[src/rtl/tm1638_pkg.sv]
// Shared constants, command field positions and state types for the TM1638 responder.
package tm1638_pkg;

    // Canonical command bytes as sent by a typical host
    localparam logic [7:0] C_WRITE = 8'h40;
    localparam logic [7:0] C_READ  = 8'h42;
    localparam logic [7:0] C_ADDR  = 8'hC0;
    localparam logic [7:0] C_DISP  = 8'h8F;

    // Command byte field positions
    localparam int CMD_KIND_HI    = 7;
    localparam int CMD_KIND_LO    = 6;
    localparam int DATA_READ_BIT  = 1;
    localparam int DATA_FIXED_BIT = 2;
    localparam int DISP_ON_BIT    = 3;
    localparam int BRIGHT_MSB     = 2;
    localparam int ADDR_MSB       = 3;

    localparam int RAM_DEPTH = 16;
    localparam int KEY_BITS  = 32;

    // Pin ordering inside the synchronizer bundle; only the first
    // EDGE_PINS pins (strobe and serial clock) need edge detection.
    localparam int PIN_COUNT = 3;
    localparam int EDGE_PINS = 2;
    localparam int PIN_CS    = 0;
    localparam int PIN_CLK   = 1;
    localparam int PIN_DIO   = 2;
    localparam logic [PIN_COUNT-1:0] PIN_PRESET = 3'b111;

    typedef enum logic [2:0] {
        ST_IDLE,
        ST_CMD,
        ST_WRITE,
        ST_READ,
        ST_IGNORE
    } state_t;

    typedef enum logic [1:0] {
        KIND_INVALID = 2'b00,
        KIND_DATA    = 2'b01,
        KIND_DISP    = 2'b10,
        KIND_ADDR    = 2'b11
    } cmd_kind_t;

    // Classify a command byte by its two top bits
    function automatic cmd_kind_t cmd_kind(input logic [7:0] b);
        return cmd_kind_t'(b[CMD_KIND_HI:CMD_KIND_LO]);
    endfunction

endpackage

[src/rtl/tm1638_pin_sync.sv]
// Two-flop synchronizers for the TM1638 pins plus edge detection on strobe and clock.
module tm1638_pin_sync
    import tm1638_pkg::*;
(
    input  logic                 clk,
    input  logic                 rst,
    input  logic [PIN_COUNT-1:0] pins,
    output logic [PIN_COUNT-1:0] level,
    output logic [EDGE_PINS-1:0] rise,
    output logic [EDGE_PINS-1:0] fall
);

    genvar gi;
    generate
        for (gi = 0; gi < PIN_COUNT; gi++) begin : g_pin
            logic meta_reg;
            logic sync_reg;

            // Double-flop the asynchronous pin; preset to the idle-high level
            always_ff @(posedge clk) begin
                if (rst) begin
                    meta_reg <= PIN_PRESET[gi];
                    sync_reg <= PIN_PRESET[gi];
                end else begin
                    meta_reg <= pins[gi];
                    sync_reg <= meta_reg;
                end
            end

            assign level[gi] = sync_reg;

            if (gi < EDGE_PINS) begin : g_edge
                logic prev_reg;

                // Delayed copy of the synchronized level for edge detection
                always_ff @(posedge clk) begin
                    if (rst) begin
                        prev_reg <= PIN_PRESET[gi];
                    end else begin
                        prev_reg <= sync_reg;
                    end
                end

                assign rise[gi] = sync_reg & ~prev_reg;
                assign fall[gi] = ~sync_reg & prev_reg;
            end
        end
    endgenerate

endmodule

[src/rtl/tm1638_responder.sv]
// TM1638-style serial slave: command decode, 16-byte display RAM, key-scan readout.
module tm1638_responder
    import tm1638_pkg::*;
(
    input  logic        clk,
    input  logic        rst,
    input  logic        tm_cs,
    input  logic        tm_clk,
    input  logic        tm_dio_in,
    output logic        tm_dio_out,
    output logic        tm_dio_oe,
    input  logic [31:0] keys,
    input  logic [3:0]  rd_addr,
    output logic [7:0]  rd_data,
    output logic        disp_on,
    output logic [2:0]  brightness,
    output logic        wr_stb
);

    logic [PIN_COUNT-1:0] pin_level;
    logic [EDGE_PINS-1:0] pin_rise;
    logic [EDGE_PINS-1:0] pin_fall;

    tm1638_pin_sync u_pin_sync (
        .clk   (clk),
        .rst   (rst),
        .pins  ({tm_dio_in, tm_clk, tm_cs}),
        .level (pin_level),
        .rise  (pin_rise),
        .fall  (pin_fall)
    );

    logic cs_rise;
    logic cs_fall;
    logic clk_rise;
    logic clk_fall;
    logic dio_level;
    logic idle_pins;

    assign cs_rise   = pin_rise[PIN_CS];
    assign cs_fall   = pin_fall[PIN_CS];
    assign clk_rise  = pin_rise[PIN_CLK];
    assign clk_fall  = pin_fall[PIN_CLK];
    assign dio_level = pin_level[PIN_DIO];
    // Bus is idle when strobe and serial clock are both high
    assign idle_pins = pin_level[PIN_CS] & pin_level[PIN_CLK];

    state_t                state_reg;
    logic [2:0]            bit_cnt_reg;
    logic [7:0]            shift_reg;
    logic                  fixed_reg;
    logic [3:0]            addr_reg;
    logic [7:0]            ram_reg [RAM_DEPTH];
    logic                  disp_on_reg;
    logic [2:0]            bright_reg;
    logic                  wr_stb_reg;
    logic                  oe_reg;
    logic                  dout_reg;
    logic [KEY_BITS-1:0]   snap_reg;
    logic [4:0]            rd_cnt_reg;
    logic                  rd_active_reg;
    logic                  armed_reg;
    logic [1:0]            settle_reg;
    logic [7:0]            rd_data_reg;

    // Byte completed by the current rising edge (LSB arrives first)
    logic [7:0] rx_byte;
    assign rx_byte = {dio_level, shift_reg[7:1]};

    // Protocol FSM, display RAM writes and DIO driver
    always_ff @(posedge clk) begin
        if (rst) begin
            state_reg     <= ST_IDLE;
            bit_cnt_reg   <= 3'd0;
            shift_reg     <= 8'h00;
            fixed_reg     <= 1'b0;
            addr_reg      <= 4'd0;
            for (int i = 0; i < RAM_DEPTH; i++) begin
                ram_reg[i] <= 8'h00;
            end
            disp_on_reg   <= 1'b0;
            bright_reg    <= 3'd0;
            wr_stb_reg    <= 1'b0;
            oe_reg        <= 1'b0;
            dout_reg      <= 1'b1;
            snap_reg      <= '0;
            rd_cnt_reg    <= 5'd0;
            rd_active_reg <= 1'b0;
            armed_reg     <= 1'b0;
            settle_reg    <= 2'd0;
        end else begin
            wr_stb_reg <= 1'b0;

            // Synchronizer outputs are meaningless until they have flushed
            // their preset values; only then may an idle bus arm us.
            if (settle_reg != 2'd3) begin
                settle_reg <= settle_reg + 2'd1;
            end
            if (cs_rise || (settle_reg == 2'd3 && idle_pins)) begin
                armed_reg <= 1'b1;
            end

            if (cs_rise) begin
                state_reg     <= ST_IDLE;
                bit_cnt_reg   <= 3'd0;
                oe_reg        <= 1'b0;
                dout_reg      <= 1'b1;
                rd_active_reg <= 1'b0;
            end else if (cs_fall && armed_reg) begin
                state_reg     <= ST_CMD;
                bit_cnt_reg   <= 3'd0;
                oe_reg        <= 1'b0;
                dout_reg      <= 1'b1;
                rd_active_reg <= 1'b0;
            end else begin
                unique case (state_reg)
                    ST_CMD: begin
                        if (clk_rise) begin
                            shift_reg   <= rx_byte;
                            bit_cnt_reg <= bit_cnt_reg + 3'd1;
                            if (bit_cnt_reg == 3'd7) begin
                                unique case (cmd_kind(rx_byte))
                                    KIND_DATA: begin
                                        if (rx_byte[DATA_READ_BIT]) begin
                                            snap_reg      <= keys;
                                            rd_active_reg <= 1'b0;
                                            state_reg     <= ST_READ;
                                        end else begin
                                            fixed_reg <= rx_byte[DATA_FIXED_BIT];
                                            state_reg <= ST_IGNORE;
                                        end
                                    end
                                    KIND_ADDR: begin
                                        addr_reg  <= rx_byte[ADDR_MSB:0];
                                        state_reg <= ST_WRITE;
                                    end
                                    KIND_DISP: begin
                                        disp_on_reg <= rx_byte[DISP_ON_BIT];
                                        bright_reg  <= rx_byte[BRIGHT_MSB:0];
                                        state_reg   <= ST_IGNORE;
                                    end
                                    default: begin
                                        state_reg <= ST_IGNORE;
                                    end
                                endcase
                            end
                        end
                    end
                    ST_WRITE: begin
                        if (clk_rise) begin
                            shift_reg   <= rx_byte;
                            bit_cnt_reg <= bit_cnt_reg + 3'd1;
                            if (bit_cnt_reg == 3'd7) begin
                                ram_reg[addr_reg] <= rx_byte;
                                wr_stb_reg        <= 1'b1;
                                if (!fixed_reg) begin
                                    addr_reg <= addr_reg + 4'd1;
                                end
                            end
                        end
                    end
                    ST_READ: begin
                        // Bits change on falling edges so the host sees them
                        // stable at its rising edges.
                        if (clk_fall) begin
                            if (!rd_active_reg) begin
                                oe_reg        <= 1'b1;
                                dout_reg      <= snap_reg[0];
                                snap_reg      <= snap_reg >> 1;
                                rd_cnt_reg    <= 5'd0;
                                rd_active_reg <= 1'b1;
                            end else if (rd_cnt_reg == 5'd31) begin
                                oe_reg        <= 1'b0;
                                dout_reg      <= 1'b1;
                                rd_active_reg <= 1'b0;
                                state_reg     <= ST_IGNORE;
                            end else begin
                                dout_reg   <= snap_reg[0];
                                snap_reg   <= snap_reg >> 1;
                                rd_cnt_reg <= rd_cnt_reg + 5'd1;
                            end
                        end
                    end
                    default: begin
                    end
                endcase
            end
        end
    end

    // Registered read port for the display RAM
    always_ff @(posedge clk) begin
        if (rst) begin
            rd_data_reg <= 8'h00;
        end else begin
            rd_data_reg <= ram_reg[rd_addr];
        end
    end

    assign tm_dio_out = dout_reg;
    assign tm_dio_oe  = oe_reg;
    assign rd_data    = rd_data_reg;
    assign disp_on    = disp_on_reg;
    assign brightness = bright_reg;
    assign wr_stb     = wr_stb_reg;

endmodule

[config.mk]
export PLATFORM = sky130hd
export DESIGN_NAME = tm1638_responder
export DESIGN_NICKNAME = d
export VERILOG_FILES = /design/src/rtl/tm1638_pkg.sv /design/src/rtl/tm1638_pin_sync.sv /design/src/rtl/tm1638_responder.sv
export SDC_FILE = /design/constraint.sdc
export NUM_CORES = 1
export LEC_CHECK = 0
export CAP_MARGIN = 5
export CELL_PAD_IN_SITES_DETAIL_PLACEMENT = 0
export CELL_PAD_IN_SITES_GLOBAL_PLACEMENT = 1
export CORE_MARGIN = 2
export CORE_UTILIZATION = 49
export CTS_CLUSTER_SIZE = 28
export DETAILED_ROUTE_END_ITERATION = 8
export GPL_TIMING_DRIVEN = 1
export PLACE_DENSITY = 0.89
export SYNTH_ARGS = -nofsm -noshare
export SYNTH_HDL_FRONTEND = slang
export SYNTH_SLANG_ARGS = --single-unit
[constraint.sdc]
create_clock -name clk -period 2.6 [get_ports clk]
set_input_delay 0.52 -clock clk [delete_from_list [all_inputs] [get_ports clk]]
set_output_delay 0.52 -clock clk [all_outputs]
set_load 0.1 [all_outputs]
# Yosys cells after proc, flatten, opt, wreduce, memory -nomap -nowiden
# Memories as Yosys holds them, arrays and structs flattened. A register that Yosys moved wholly into a read port is not among the register bits.
# Index checks and enable logic that the tools add are counted.
[totals] ff_bits=75 ramBits=128 inputBits=41 wordCells=142 mem_count=1
[mem_list] memory="ram_reg" words=16 width=8 read_ports=1 rd_clocked_by_memory_dff=1 wr=16 line="tm1638_responder.sv:53" rtl="logic [7:0] ram_reg [RAM_DEPTH];"
[classes] addsub=4 n_eq_ne=29 mux=50 n_bitwise=12 reduce_logical=22
[ops] operator="2-to-1 mux 32 bit" n=7
[ops] operator="one-hot mux 32 bit (2 select lines)" n=1
[ops] operator="2-to-1 mux 4 bit" n=7
[ops] operator="!= test 2 bit, second input constant" n=13
[ops] operator="AND reduction 6 bit" n=4
[ops] operator="2-to-1 mux 1 bit" n=22
[ops] operator="2-to-1 mux 3 bit" n=6
[ops] operator="!= test 3 bit, second input constant" n=6
[ops] operator="AND reduction 9 bit" n=2
[ops] operator="one-hot mux 3 bit (2 select lines)" n=2
[ops] operator="2-to-1 mux 5 bit" n=2
[ops] operator="2-to-1 mux 8 bit" n=1
[ops] operator="one-hot mux 4 bit (2 select lines)" n=1
[ops] operator="OR reduction 8 bit" n=1
[ops] operator="inverter 1 bit" n=7
[ops] operator="AND reduction 7 bit" n=1
[ops] operator="== test 2 bit, second input constant" n=3
[ops] operator="== test 3 x 2 -> 1 bit, second input constant" n=2
[ops] operator="adder 5 x 1 -> 5 bit, second input constant" n=1
[ops] operator="AND 1 bit" n=5
[ops] operator="== test 5 bit, second input constant" n=1
[ops] operator="AND reduction 5 bit" n=1
[ops] operator="adder 4 x 1 -> 4 bit, second input constant" n=1
[ops] operator="AND reduction 2 bit" n=2
[ops] operator="15 further kinds" n=18

# Depth between registers and ports, before layout
# Gate-level depths: netlist of the first run.
[logic_depth] word_depth=10 mapped_depth=8

# Hierarchy
# A second synthesis of the first run with hierarchy kept.
[unflattened] hier_cells=760 hier_area_um2=9545.4
[modules_own_cells] mod="tm1638_responder" instances=1 cells_each=737 area_per_inst_um2=9287.7 seq_area_each_um2=5325.1
[modules_own_cells] mod="tm1638_pin_sync" instances=1 cells_each=23 area_per_inst_um2=257.7 seq_area_each_um2=160.2

# Worst setup path before layout of the first run
# No wires, ideal clock.
[synth_path] path_kind="reg2reg" from="reg bit_cnt_reg[0]" to="mem ram_reg[10][0], enable pin" arrival_ns=2.012 required_time_ns=2.290 slack_ns=0.278 stages_incl_launch_ff=8 n_path_buf=1 synth_period_minus_slack_ns=2.322 cell_sequence="dfxtp_1 ha_1 ha_1 and3b_1 nand4_1 clkbuf_1 nor3_1 or2_2"
[synth_lines] item="from (decl)" line="tm1638_responder.sv:49" rtl="logic [2:0] bit_cnt_reg;"
[synth_lines] item="from (signal assigned)" line="tm1638_responder.sv:120" rtl="bit_cnt_reg <= bit_cnt_reg + 3'd1;"
[synth_lines] item="from (signal assigned)" line="tm1638_responder.sv:152" rtl="bit_cnt_reg <= bit_cnt_reg + 3'd1;"
[synth_lines] item="to (decl)" line="tm1638_responder.sv:53"

# Worst setup path in the final report of the first run
[layout_path] from="reg rd_cnt_reg[0]" to="reg state_reg[1]"
[layout_between] elab_chain_cells=3
[layout_lines] item="from (decl)" line="tm1638_responder.sv:60" rtl="logic [4:0] rd_cnt_reg;"
[layout_lines] item="from (signal assigned)" line="tm1638_responder.sv:180" rtl="rd_cnt_reg <= rd_cnt_reg + 5'd1;"
[layout_lines] item="== test 5 bit" line="tm1638_responder.sv:172" rtl="end else if (rd_cnt_reg == 5'd31) begin"
[layout_lines] item="!= test 2 bit (no source line)"
[layout_lines] item="AND reduction 6 bit (no source line)"
[layout_lines] item="to (signal assigned)" line="tm1638_responder.sv:140" rtl="state_reg <= ST_IGNORE;"
[layout_lines] item="to (signal assigned)" line="tm1638_responder.sv:143" rtl="state_reg <= ST_IGNORE;"
[layout_lines] item="to (signal assigned)" line="tm1638_responder.sv:176" rtl="state_reg <= ST_IGNORE;"
[layout_lines] item="to (decl)" line="tm1638_responder.sv:48" rtl="state_t state_reg;"
# Every way passes these cells.
# A chain may end at the register's enable or synchronous reset.

==> results.toml, run 1 <==
[run_status]
outcome = "finished clean"

[synth]
syn_area_sq_um = 9880
synth_most_common_cell = "and2_1"
synth-seq-cells = 210
synth_area_per_cell_sq_um = 11.6
synthTopCellsByArea = "edfxtp_1 (39%), dfxtp_1 (17%), and2_1 (8.2%), mux4_2 (4.8%), mux2_2 (4.2%)"
synthArstFlopShare_pct = 0
yosysSeqAreaShare_pct = 55.5
syn_nets = 906
ys_types = 56
synth_common_cells = "and2_1 (129), edfxtp_1 (128), dfxtp_1 (82)"
synth_top_cell_by_area = "edfxtp_1"
synth_flop_cell = "edfxtp_1"
synth_edf_count = 128
synthCells = 855
yosys_warnings = 0
yosysTopAreaCellShare_pct = 38.9

[worst_setup_path]
path_delay_family = "compound AO/OA/AOI/OAI gates"
worstSetupEndpointType = "flip-flop"
reg2reg_depth = 7
crit_path_start_kind = "flip-flop"
required_ns = 3.00
slowest_delay_ns = 0.67
r2r_slack_ns = 0.29
critPathSlowestCell = "a2111oi_0"
crit_buf_inv = 0
crit_arrival_ns = 2.71
path_class = "flip-flop to flip-flop"
r2r-end = "state_reg[1]"
worstPathCellList = "ha_1, and3_1, ha_1, mux2i_1, a2111oi_0, o211ai_1, o211a_1"
worstPathMaxFanout = 4
regToRegStartpoint = "rd_cnt_reg[0]"
path_common_cell = "ha_1"

[grt]
grt_antenna_before_repair = 0
grt_pass1_wl_um = 34800
grt-ovfl-total = 0
top_usage_layer = "met2"
grt_max_degree = 119
grt_pass1_vias = 6412
use_met1_pct = 28.8
grt_use_total_pct = 20.4
met2_usage_pct = 33.2
grtUsageMet3_pct = 3.42

[power_and_ir_drop]
p_total_uw = 7680
power_leakage_uw = 0.00436
peakVddDrop_uv = 486
pwr_density_cell_nw_per_um2 = 663

[detailed_routing]
vias = 6534
drt_iter0_markers = 568
drc = 0
firstDrtPassIters = 5
wl_per_cell_um = 18.1
antenna_left = 0
wl_um = 21600
viasPerCell = 5.47

[timing]
timing.slew.headroom_pct = 37.6
final-setup-viol-count = 0
finalCritPeriodShare_pct = 88.7
fin_hold_ws_ns = 0.410
fmax_mhz = 434
setup-tns-final_ns = 0
period_minus_slack_ns = 2.31
tightestPinTransition_ns = 0.934
hold_viol_final = 0
fin_skew_ns = 0.0220
rsz0062_at_grt = "no"
slew_viol_final = 0

[worst_hold_path]
whs_path_depth = 1
whs_endpoint = "u_pin_sync.g_pin[0].sync_reg"
worstHoldPathType = "flip-flop to flip-flop"
worstHoldStart = "u_pin_sync.g_pin[0].meta_reg"

[cts]
tritoncts = "built"
clock-sinks = 210
clock_latency_ns = 0.52
cts_setup_buffers = 0
cts_resized = 0
cts-root-buf = "clkbuf_16"
cts_hold_buf = 0
htree_num_levels = 1
cts_max_path_buffers = 3
clk_pin_slew_worst_paths_ns = 0.06
cts_made_buffers = 23

[cells_and_area]
drive_above_1_share_pct = 18.6
largest_reg_flops = 128
design_area_sq_um = 11600
fin_nets = 963
synthToLayoutAreaGrowth_pct = 17.2
diodes = 0

[die]
start_util_pct = 50.4
rows = 51
die_w_um = 146
die_h_um = 146
io_pins = 56
core_sq_um = 19600
die_area_sq_um = 21300

[placed_design]
place.gp.congestion = 0.824
io_buffers = 55
place_area_sq_um = 10800
detailed_place_hpwl_um = 13800

[flow_run]
drv_cap = 0
## report_power, final
part	internal, uW	switching (uW)	total, uW
Clock	2120	1320	3430
Combinational	221	318	539
Sequential	3650	55.4	3710
## through the flow
step / setup WS [ns] / utilization [%] / instances
global route: 0.123 / 59.1 / 1194
finish: 0.293 / 59.1 / 1194
CTS: 0.333 / 59.1 / 1194
detailed placement: 0.303 / 55.0 / 1152
floorplan: 0.278 / - / 855
global placement: 0.309 / 55.0 / 1152
## metal layers
| metal | part of all wire, % | wire length [um] |
|---|---|---|
| met4 | 2.1 | 459 |
| met2 | 47 | 10200 |
| met1 | 44 | 9580 |
| met5 | 0 | 0 |
| met3 | 6.3 | 1360 |
## logic make-up (layout without fill, tap and decap cells)
| logic type | count (synthesis) | in the layout | share of synthesized area, % |
|---|---|---|---|
| AND/OR/NAND/NOR | 375 | 375 | 21.4 |
| flip-flops | 210 | 210 | 55.5 |
| multiplexers | 95 | 95 | 12.8 |
| AO/OA/AOI/OAI | 93 | 93 | 6.04 |
| buffers and inverters | 69 | 143 | 2.72 |
| adder cells (fa/ha/maj) | 10 | 10 | 1.27 |
| XOR/XNOR | 3 | 3 | 0.266 |
## area by class of cell
type | instances | area [sq um]
clock buffer | 31 | 636
clock inverter | 11 | 166
fill | 1616 | 8010
inverter | 10 | 37.5
multi-input combinational | 576 | 4120
sequential | 210 | 5490
tap | 265 | 332
timing repair buffer | 91 | 801
## worst max path at each step
stage,from,endpoint,slack (ns),cells after the start
2_1_floorplan,bit_cnt_reg[0],ram_reg[10][0],0.28,7
3_3_place_gp,rd_addr[0],rd_data[2],0.31,6
3_5_place_dp,rd_addr[0],rd_data[0],0.30,6
4_1_cts,rd_cnt_reg[0],state_reg[0],0.33,8
5_1_grt,rd_cnt_reg[0],state_reg[1],0.12,7
6_report,rd_cnt_reg[0],state_reg[1],0.29,7
## placed cells by master (no fill, tap or decap), types with 4 or more instances in the layout
cell type and instances:
and2_1 129, a21oi_1 44, clkdlybuf4s50_1 38, mux2_2 37, ha_1 10, dfxtp_1 82, edfxtp_1 128, nand2_1 75
nor2_1 20, a22oi_1 10, nor3_1 15, clkbuf_16 23, mux2i_1 37, o21ai_0 6, o211ai_1 10, mux4_2 21
clkbuf_1 5, bufinv_16 4, nand2b_1 17, nor2b_1 37, nor4_1 4, buf_4 50, nand3_1 18, or2_2 25
and3b_1 4, nand3b_1 6, nand4_1 6, inv_1 10
(Power assumes the default switching activity.)
==> run 2: changes to the inputs <==
--- a/config.mk
+++ b/config.mk
@@ -8,7 +8,6 @@
 export CAP_MARGIN = 5
 export CELL_PAD_IN_SITES_DETAIL_PLACEMENT = 0
 export CELL_PAD_IN_SITES_GLOBAL_PLACEMENT = 1
-export CORE_MARGIN = 2
 export CORE_UTILIZATION = 49
 export CTS_CLUSTER_SIZE = 28
 export DETAILED_ROUTE_END_ITERATION = 8
==> results.toml, run 2 (synthesized netlist as in run 1, its figures left out) <==
[timing]
period_minus_slack_ns = 2.34
timing.slew.headroom_pct = 39.7
tightestPinTransition_ns = 0.904
fin_hold_ws_ns = 0.405
finalCritPeriodShare_pct = 90.0
hold_viol_final = 0
setup-tns-final_ns = 0
fmax_mhz = 428
fin_skew_ns = 0.0143
rsz0062_at_grt = "no"
final-setup-viol-count = 0
slew_viol_final = 0

[cts]
cts_resized = 0
cts_max_path_buffers = 3
clock_latency_ns = 0.50
cts-root-buf = "clkbuf_16"
clk_pin_slew_worst_paths_ns = 0.06
tritoncts = "built"
cts_hold_buf = 0
cts_setup_buffers = 0
htree_num_levels = 1
cts_made_buffers = 23
clock-sinks = 210

[cells_and_area]
final_util_pct = 58.5
final_common_cell = "and2_1"
largest_reg_flops = 128
drive_above_1_share_pct = 18.1
synthToLayoutAreaGrowth_pct = 16.0
mostFrequentLayoutCells = "and2_1 (129), edfxtp_1 (128), dfxtp_1 (82)"
diodes = 0
fin_nets = 961

[power_and_ir_drop]
power_leakage_uw = 0.00430
peakVddDrop_uv = 504
p_total_uw = 7260
pwr_density_cell_nw_per_um2 = 634

[worst_setup_path]
reg2reg_depth = 8
crit_path_start_kind = "flip-flop"
critPathSlowestCell = "dfxtp_1"
worstPathMaxFanout = 17
required_ns = 2.79
crit_arrival_ns = 2.53
cp.depth = 8
path_delay_family = "simple AND/OR/NAND/NOR gates"
worstSetupEndpointType = "flip-flop"
crit_buf_inv = 2
worstPathCellList = "ha_1, ha_1, and3b_1, nand4_1, buf_4, nor4_1, buf_4, or2_2"
path_class = "flip-flop to flip-flop"
slowest_delay_ns = 0.35

[die]
die_area_sq_um = 20700
core_sq_um = 19600
rows = 51
die_h_um = 144
start_util_pct = 50.4
io_pins = 56
die_w_um = 144

[grt]
grt-ovfl-total = 0
grt_max_degree = 119
grt_use_total_pct = 20.9
grt_pass1_vias = 6112
grt_pass1_wl_um = 33100
grt_antenna_before_repair = 0

[run_status]
outcome = "finished clean"

[detailed_routing]
viasPerCell = 5.43
drt_iter0_markers = 406
drc = 0
firstDrtPassIters = 4
antenna_left = 0
vias = 6447
wl_per_cell_um = 17.6
wl_um = 21000

[worst_hold_path]
worstHoldPathType = "flip-flop to flip-flop"
whs_path_depth = 1

[placed_design]
place.gp.congestion = 0.856
detailed_place_hpwl_um = 13700
io_buffers = 55

[flow_run]
drv_cap = 0
## run 2: cell count changes in the layout (fill, tap and decap cells not counted)
| cell | delta |
|---|---|
| buf_4 | -2 |
| inv_16 | -1 |
| bufinv_16 | -3 |
| clkinv_1 | +1 |
| clkbuf_1 | -1 |
## run 2: metrics by stage
step                      instance area (sq um)  cells  setup slack (ns)
after floorplan                            9880    855             0.278
after global placement                    10800   1150             0.317
after detailed placement                  10800   1150             0.257
after CTS                                 11500   1188             0.251
after global routing                      11500   1188            0.0471
final                                     11500   1188             0.261
## run 2: metal layers
layer | wire length [um] | GRT usage (%) | part of all wire, %
met5 | 0 | 0 | 0
met4 | 574 | 6.05 | 2.7
met3 | 1090 | 3.01 | 5.2
met2 | 9580 | 33.3 | 46
met1 | 9720 | 29.7 | 46
## run 2: worst paths after layout
kind | from | to | slack [ns]
max | bit_cnt_reg[0] | ram_reg[0][3] | 0.26
min | u_pin_sync.g_pin[0].meta_reg | u_pin_sync.g_pin[0].sync_reg | 0.40
max reg2reg | bit_cnt_reg[0] | ram_reg[0][3] | 0.26
min reg2reg | u_pin_sync.g_pin[0].meta_reg | u_pin_sync.g_pin[0].sync_reg | 0.40
## run 2: layout make-up
type / count / area [sq um]
Sequential cell: 210 / 5490
Fill cell: 1618 / 8140
Inverter: 10 / 37.5
Clock inverter: 8 / 60.1
Multi-Input combinational cell: 576 / 4120
Tap cell: 265 / 332
Clock buffer: 30 / 632
Timing Repair Buffer: 89 / 786
## run 2: report_power, final
part / internal [uW] / total (uW) / switching (uW) / leakage [uW]
clock network: 1790 / 3020 / 1240 / 0.000342
logic: 220 / 536 / 316 / 0.00208
registers: 3650 / 3710 / 52.5 / 0.00188
total: 5660 / 7260 / 1600 / 0.00430
## run 2: worst reg2reg max path, stage by stage (launching register included)
cell and delay [ns]:
dfxtp_1 0.35, ha_1 0.15, ha_1 0.25, and3b_1 0.22
nand4_1 0.11, buf_4 0.24, nor4_1 0.27, buf_4 0.21
or2_2 0.23
==> run 3: changes to the inputs <==
--- a/config.mk
+++ b/config.mk
@@ -12,7 +12,7 @@
 export CTS_CLUSTER_SIZE = 28
 export DETAILED_ROUTE_END_ITERATION = 8
 export GPL_TIMING_DRIVEN = 1
-export PLACE_DENSITY = 0.89
+export PLACE_DENSITY_LB_ADDON = 0.1
 export SYNTH_ARGS = -nofsm -noshare
 export SYNTH_HDL_FRONTEND = slang
 export SYNTH_SLANG_ARGS = --single-unit
==> results.toml, run 3 (synthesized netlist as in run 1, its figures left out) <==
[power_and_ir_drop]
internal_power_uw = 5760
p_sw_uw = 1660
p_seq_share_pct = 50.0
pwr_density_cell_nw_per_um2 = 644
power_leakage_uw = 0.00433
switching_share_pct = 22.3
peakVddDrop_uv = 405
power_frac_comb_pct = 7.3
p_clk_share_pct = 42.7

[cts]
clock-sinks = 210
clock_latency_ns = 0.51
cts_max_path_buffers = 3
cts_resized = 0
cts_made_buffers = 23
tritoncts = "built"
cts-root-buf = "clkbuf_16"
htree_num_levels = 1
cts_setup_buffers = 0
clk_pin_slew_worst_paths_ns = 0.06
cts_hold_buf = 0

[detailed_routing]
drt_iter0_markers = 449
vias = 6558
wl_per_cell_um = 18.8
drc = 0
wl_um = 22400
firstDrtPassIters = 4
viasPerCell = 5.49
antenna_left = 0

[die]
die_h_um = 144
rows = 51
core_sq_um = 19600
die_w_um = 144
die_area_sq_um = 20700
io_pins = 56
start_util_pct = 50.4

[cells_and_area]
largest_reg_flops = 128
mostFrequentLayoutCells = "and2_1 (129), edfxtp_1 (128), dfxtp_1 (82)"
diodes = 0
drive_above_1_share_pct = 18.6
final_common_cell = "and2_1"
synthToLayoutAreaGrowth_pct = 16.6
design_area_sq_um = 11500
fin_nets = 963

[timing]
fmax_mhz = 446
hold_viol_final = 0
finalCritPeriodShare_pct = 86.3
rsz0062_at_grt = "no"
fin_skew_ns = 0.0161
final-setup-viol-count = 0
tightestPinTransition_ns = 0.937
setup-tns-final_ns = 0
timing.slew.headroom_pct = 37.4
slew_viol_final = 0
period_minus_slack_ns = 2.24

[placed_design]
io_buffers = 55
detailed_place_hpwl_um = 14900
place_area_sq_um = 10800
place.gp.congestion = 0.902

[worst_setup_path]
worstPathCellList = "ha_1, ha_1, and3b_1, nand4_1, buf_4, nor4_1, buf_4, or2_2"
path_class = "flip-flop to flip-flop"
crit_arrival_ns = 2.49
slowest_delay_ns = 0.38
critPathSlowestCell = "or2_2"
worstPathMaxFanout = 17
required_ns = 2.84
crit_path_start_kind = "flip-flop"
worstSetupEndpointType = "flip-flop"

[grt]
grt-ovfl-total = 0
grt_pass1_wl_um = 35300
top_usage_layer = "met2"
grt_max_degree = 119
grt_use_total_pct = 22.5
use_met1_pct = 30.7
met2_usage_pct = 37.6
grt_pass1_vias = 6419
grtUsageMet3_pct = 3.34
grt_antenna_before_repair = 1

[worst_hold_path]
worstHoldPathType = "flip-flop to flip-flop"

[run_status]
outcome = "finished clean"

[flow_run]
drv_cap = 0
## run 3: cell types whose count changed in the layout (fill, tap and decap cells not counted), sizes merged
cell	previous run	this run
buf	51	53
bufinv	1	2
clkbuf	30	31
clkinvlp	0	1
inv	10	11
## run 3: through the flow
stage                     cells  hold WS, ns  setup WS (ns)  total power (uW)  utilization (%)
after floorplan             855        0.389          0.278              4120                -
after global placement     1152        0.393          0.392              4310             55.0
after detailed placement   1152        0.397          0.335              4320             55.0
after CTS                  1194        0.413          0.363              7480             58.8
after global routing       1194        0.420          0.140              7660             58.8
final                      1194        0.410          0.356              7420             58.8
## run 3: final timing paths
| kind | startpoint | endpoint | slack, ns | cells past startpoint |
|---|---|---|---|---|
| worst max register to register | bit_cnt_reg[0] | ram_reg[0][5] | 0.36 | 8 |
| worst min-delay path | u_pin_sync.g_pin[0].meta_reg | u_pin_sync.g_pin[0].sync_reg | 0.41 | 1 |
| worst min register to register | u_pin_sync.g_pin[0].meta_reg | u_pin_sync.g_pin[0].sync_reg | 0.41 | 1 |
| worst max-delay path | bit_cnt_reg[0] | ram_reg[0][5] | 0.36 | 8 |
## run 3: cell type report
type                            instances  area, sq um
Tap cell                              265          332
Timing Repair Buffer                   91          801
Clock inverter                         11          109
Fill cell                            1609         8080
Clock buffer                           31          626
Sequential cell                       210         5490
Multi-Input combinational cell        576         4120
Inverter                               10         37.5
## run 3: power groups by stage
stage	combinational (uW)	sequential, uW	clock (uW)
after floorplan	271	3850	0
after global placement	530	3780	0
after detailed placement	541	3780	0
after CTS	543	3710	3230
after global routing	582	3720	3360
final	541	3710	3170
## run 3: worst max-delay path: cells and delay by family, from the launching register on
family	cells	cell delay (ns)
adder cells (fa/ha/maj)	2	0.44
buffers and inverters	2	0.44
flip-flops	1	0.32
AND/OR/NAND/NOR	4	0.79
## run 3: per-layer routing
metal | wire, um | up-vias | share of wire (%)
met2 | 10900 | 192 | 48
met3 | 1160 | 33 | 5.2
met1 | 9970 | 3171 | 45
met5 | 0 | - | 0
met4 | 416 | 0 | 1.9
li1 | - | 3162 | -
